**src/rtl/rec_pkg.sv**
```systemverilog
// Shared definitions for the audio recorder transport controller.
// State encoding and default sram address width.
package rec_pkg;

    typedef enum logic [1:0] {
        IDLE   = 2'd0,
        RECORD = 2'd1,
        PLAY   = 2'd2,
        PAUSE  = 2'd3
    } state_t;

    localparam int ADDR_W_DEF = 18;

endpackage

```
**src/rtl/sync_edge.sv**
```systemverilog
// Two-flop synchronizer followed by a registered rising-edge pulse.
// The pulse is one clk cycle wide per rising edge of d.
module sync_edge (
    input  logic clk,
    input  logic rst_n,
    input  logic d,
    output logic pulse
);

    logic s1;
    logic s2;
    logic s3;

    always_ff @(posedge clk or negedge rst_n) begin
        if (!rst_n) begin
            s1    <= 1'b0;
            s2    <= 1'b0;
            s3    <= 1'b0;
            pulse <= 1'b0;
        end else begin
            s1    <= d;
            s2    <= s1;
            s3    <= s2;
            pulse <= s2 & ~s3;
        end
    end

endmodule

```
**src/rtl/rec_ctrl.sv**
```systemverilog
// Recorder transport FSM: record/play/pause control, shared sample
// address counter, recording length and lrc-paced memory strobes.
module rec_ctrl
    import rec_pkg::*;
#(
    parameter int ADDR_W = ADDR_W_DEF
) (
    input  logic              clk,
    input  logic              reset,
    input  logic              play_btn,
    input  logic              record_btn,
    input  logic              lrc,
    output logic [ADDR_W-1:0] addr,
    output logic [ADDR_W:0]   length,
    output logic              record,
    output logic              play,
    output logic              mem_wr,
    output logic              mem_rd,
    output logic              full,
    output logic [1:0]        state
);

    state_t          st;
    logic            play_p;
    logic            rec_p;
    logic            tick;
    logic [ADDR_W:0] addr_nx;

    sync_edge u_play (
        .clk   (clk),
        .rst_n (reset),
        .d     (play_btn),
        .pulse (play_p)
    );

    sync_edge u_rec (
        .clk   (clk),
        .rst_n (reset),
        .d     (record_btn),
        .pulse (rec_p)
    );

    sync_edge u_lrc (
        .clk   (clk),
        .rst_n (reset),
        .d     (lrc),
        .pulse (tick)
    );

    assign addr_nx = {1'b0, addr} + (ADDR_W+1)'(1);

    // Address/length advance on the edge that closes a strobe, so addr
    // stays stable while the strobe is high.
    always_ff @(posedge clk or negedge reset) begin
        if (!reset) begin
            st     <= IDLE;
            addr   <= '0;
            length <= '0;
            full   <= 1'b0;
            mem_wr <= 1'b0;
            mem_rd <= 1'b0;
        end else begin
            mem_wr <= 1'b0;
            mem_rd <= 1'b0;
            if (rec_p && st != RECORD) begin
                st     <= RECORD;
                addr   <= '0;
                length <= '0;
                full   <= 1'b0;
            end else begin
                case (st)
                    IDLE: begin
                        if (play_p && length != '0) begin
                            st   <= PLAY;
                            addr <= '0;
                        end
                    end
                    RECORD: begin
                        if (mem_wr) begin
                            addr   <= addr + ADDR_W'(1);
                            length <= length + (ADDR_W+1)'(1);
                            if (&addr) begin
                                full <= 1'b1;
                                st   <= IDLE;
                            end
                        end else if (tick && !rec_p) begin
                            mem_wr <= 1'b1;
                        end
                        if (rec_p) st <= IDLE;
                    end
                    PLAY: begin
                        if (mem_rd) begin
                            if (addr_nx == length) begin
                                addr <= '0;
                                st   <= IDLE;
                            end else begin
                                addr <= addr + ADDR_W'(1);
                            end
                        end else if (tick && !play_p) begin
                            mem_rd <= 1'b1;
                        end
                        if (play_p) st <= PAUSE;
                    end
                    PAUSE: begin
                        if (play_p) st <= PLAY;
                    end
                endcase
            end
        end
    end

    assign record = (st == RECORD);
    assign play   = (st == PLAY);
    assign state  = st;

endmodule

```
**config.mk**
```make
export PLATFORM = sky130hd
export DESIGN_NAME = rec_ctrl
export DESIGN_NICKNAME = d
export VERILOG_FILES = /design/src/rtl/rec_pkg.sv /design/src/rtl/sync_edge.sv /design/src/rtl/rec_ctrl.sv
export SDC_FILE = /design/constraint.sdc
export NUM_CORES = 1
export LEC_CHECK = 0
export CAP_MARGIN = 25
export CORE_ASPECT_RATIO = 0.5
export CORE_UTILIZATION = 45
export DETAILED_ROUTE_END_ITERATION = 16
export PLACE_DENSITY_LB_ADDON = 0.15
export SYNTH_ARGS = -nofsm -noshare
export SYNTH_HDL_FRONTEND = slang
export SYNTH_SLANG_ARGS = --single-unit
```
**constraint.sdc**
```tcl
create_clock -name clk -period 4.7 [get_ports clk]
set_input_delay 0.47 -clock clk [delete_from_list [all_inputs] [get_ports clk]]
set_output_delay 0.47 -clock clk [all_outputs]
set_load 0.05 [all_outputs]
```
==> results.toml <==
[status]
status = "complete, no violations"

[cts]
ctsHoldBuffers = 0
clockBufferDepth = 2
cts_buffers = 5
cts_tree = "done"
worst_skew_pair.late_latency_ns = 0.30
htreeDepth = 2
cts_root_buf = "clkbuf_16"
cts_setup_buffers = 0
path_clk_slew_ns = 0.07
numClockSinks = 54
cts_resized = 0

[synthesis]
synth_cell_types = 61
synthFlopType = "dfrtp_1"
ys_async_sr_fraction_pct = 100
ys_ff_latch = 54
synthCells = 376
synth_warnings = 0
synth_edf_count = 0
synth_nets = 388
syn_area_per_cell_um2 = 9.22
syn_area_um2 = 3470
synth_seq_area_share_pct = 39.0

[timing]
tightest_slew_ns = 0.788
hold_slack_ns = 0.293
hold_viol_final = 0
finalSetupViolCount = 0
period_minus_slack_ns = 3.44
max_freq_mhz = 291
relSlewSlack_pct = 47.3
setup-tns-final_ns = 0
final_max_slew_viol_count = 0
finalClockSkew_ns = 0.00640
fin_crit_sh_pct = 73.2
rsz0062_at_grt = "no"

[setup_path]
critPathMaxStageDelay_ns = 0.55
crit_path_max_fanout = 9
path_class = "reg -> reg"
critPathLaunchType = "flip-flop"
r2r_cells = 10
end_kind = "flip-flop"
crit_path_top_delay_cell = "dfrtp_1"
cp.arrival_ns = 3.63
reg2reg_from = "addr[0]$_DFFE_PN0P_"
crit_path_start = "addr[0]$_DFFE_PN0P_"
crit_chain = "ha_1 -> nand3_1 -> nor4_1 -> nand3_1 -> xnor2_1 -> nor4_1 -> a311oi_1 -> a211o_1 -> or3_1 -> o211ai_1"
crit_required_ns = 4.89
rrSetupSlack_ns = 1.26
rr_endpoint = "state[0]$_DFFE_PN0P_"
crit_path_end = "state[0]$_DFFE_PN0P_"

[drt]
drt-total-wl_um = 8900
drcViolationCount = 0
via_per_inst = 5.98
dr.pass1.iters = 6
drtAntennaViolNets = 0
drtIter0Drc = 316
vias = 3013
wl_per_cell_um = 17.7

[cells_and_area]
final_common_cell = "dfrtp_1"
diodes = 0
nFillCells = 665
final_layout_size_suffix_gt1_share_pct = 9.07
synthToLayoutAreaGrowth_pct = 17.5
fin_area_um2 = 4080
layout_common_cells = "54 x dfrtp_1, 47 x clkdlybuf4s50_1, 32 x nand3_1, 30 x nand2_1, 29 x nor2_1"
nNetsFinal = 420

[grt]
grtUsageTotal_pct = 23.1
grt_max_degree = 55
grt_pass1_vias = 2779
grt_pass1_wl_um = 14400
grt_overflow = 0
antenna_found_initial = 0

[floorplan]
start_util_pct = 46.8
die_w_um = 126
rows = 22
die_area_um2 = 8080
core_area_um2 = 7400
ios = 49
die_y_um = 64.1

[placement]
io_buffers = 48
hpwl_um = 6500
placed_cell_area_um2 = 3910
gp_congestion = 0.846

[run]
maxCapViolCount = 0

[power]
vdd_drop_max_uv = 311
power_density_nw_per_um2 = 393
p_leak_nw = 1.71
power_mw = 1.60

[hold_path]
hp-class = "in -> async"
## report_power, final
group	switching [mW]	total, mW	internal (mW)
clock network	0.170	0.420	0.250
logic	0.445	0.660	0.215
registers	0.0358	0.524	0.488
total	0.651	1.60	0.953
## state kept, by name, indices dropped and copies added (netlist names)
signal,cells
length,19
u_rec.s1,1
u_play.s2,1
mem_rd,1
u_lrc.pulse,1
u_play.pulse,1
u_play.s3,1
u_rec.pulse,1
full,1
u_lrc.s2,1
addr,18
u_lrc.s3,1
u_rec.s3,1
u_rec.s2,1
u_play.s1,1
state,2
u_lrc.s1,1
mem_wr,1
## worst max-delay path: cells and delay by family, from the launching register on
family                   cells  cell delay, ns
AO/OA/AOI/OAI                3            0.59
adder cells (fa/ha/maj)      1            0.30
XOR/XNOR                     1            0.20
AND/OR/NAND/NOR              5            1.69
flip-flops                   1            0.55
## synthesized netlist by cell type, drive strengths merged, types with 2 or more instances
library cell | count | area, um^2
a211oi | 4 | 30.0
a21o | 12 | 91.3
a21oi | 13 | 65.1
a31oi | 9 | 56.3
and3 | 4 | 25.0
and4 | 5 | 47.6
buf | 10 | 72.6
clkbuf | 16 | 101
dfrtp | 54 | 1350
ha | 7 | 87.6
inv | 14 | 52.6
mux2i | 4 | 40.0
nand2 | 31 | 119
nand2b | 2 | 12.5
nand3 | 32 | 160
nand4 | 11 | 105
nor2 | 29 | 109
nor2b | 6 | 37.5
nor3 | 7 | 35.0
nor3b | 2 | 15.0
nor4 | 9 | 77.6
nor4b | 2 | 17.5
o211ai | 4 | 30.0
o21ai | 16 | 83.8
o31ai | 12 | 115
o41ai | 3 | 26.3
or2b | 3 | 25.0
or3 | 6 | 42.5
or4 | 4 | 33.8
xnor2 | 11 | 96.3
xor2 | 21 | 184
## cells by family after synthesis
group,share of synthesized area [%]
AND/OR/NAND/NOR,25.8
AO/OA/AOI/OAI,16.6
flip-flops,39.0
buffers and inverters,6.53
XOR/XNOR,8.08
adder cells (fa/ha/maj),2.53
multiplexers,1.48
## how the worst min path moves through the flow
| stage | endpoint | startpoint | slack, ns | cells after the start |
|---|---|---|---|---|
| 2_1_floorplan | addr[0]$_DFFE_PN0P_ | reset | 0.17 | 0 |
| 3_3_place_gp | u_play.s2$_DFF_PN0_ | u_play.s1$_DFF_PN0_ | 0.33 | 0 |
| 3_5_place_dp | u_play.s2$_DFF_PN0_ | u_play.s1$_DFF_PN0_ | 0.34 | 0 |
| 4_1_cts | addr[11]$_DFFE_PN0P_ | reset | 0.34 | 2 |
| 5_1_grt | u_play.s2$_DFF_PN0_ | u_play.s1$_DFF_PN0_ | 0.37 | 0 |
| 6_report | addr[11]$_DFFE_PN0P_ | reset | 0.29 | 2 |
## metrics by stage
step                util (%)  setup slack (ns)  instances
CTS                     55.0              1.26        504
global route            55.0              1.05        504
floorplan                  -              1.55        376
detailed placement      52.8              1.32        497
finish                  55.0              1.26        504
global placement        52.8              1.44        497
## per-layer routing
metal  vias to the layer above  share of wire [%]  GRT usage [%]
met5                         -                  0              0
met4                         0               0.99           5.42
met3                        12                7.8           7.45
met2                       112                 43           33.3
met1                      1466                 48           33.3
li1                       1423                  -              -
## layout make-up
type	count	area, um^2	area share (%)
Multi-Input combinational cell	282	1890	46.4
Sequential cell	54	1350	33.2
Timing Repair Buffer	51	498	12.2
Clock buffer	5	125	3.07
Tap cell	96	120	2.95
Inverter	14	52.6	1.29
Clock inverter	2	38.8	0.952
Power figures use the tool's default switching activity.
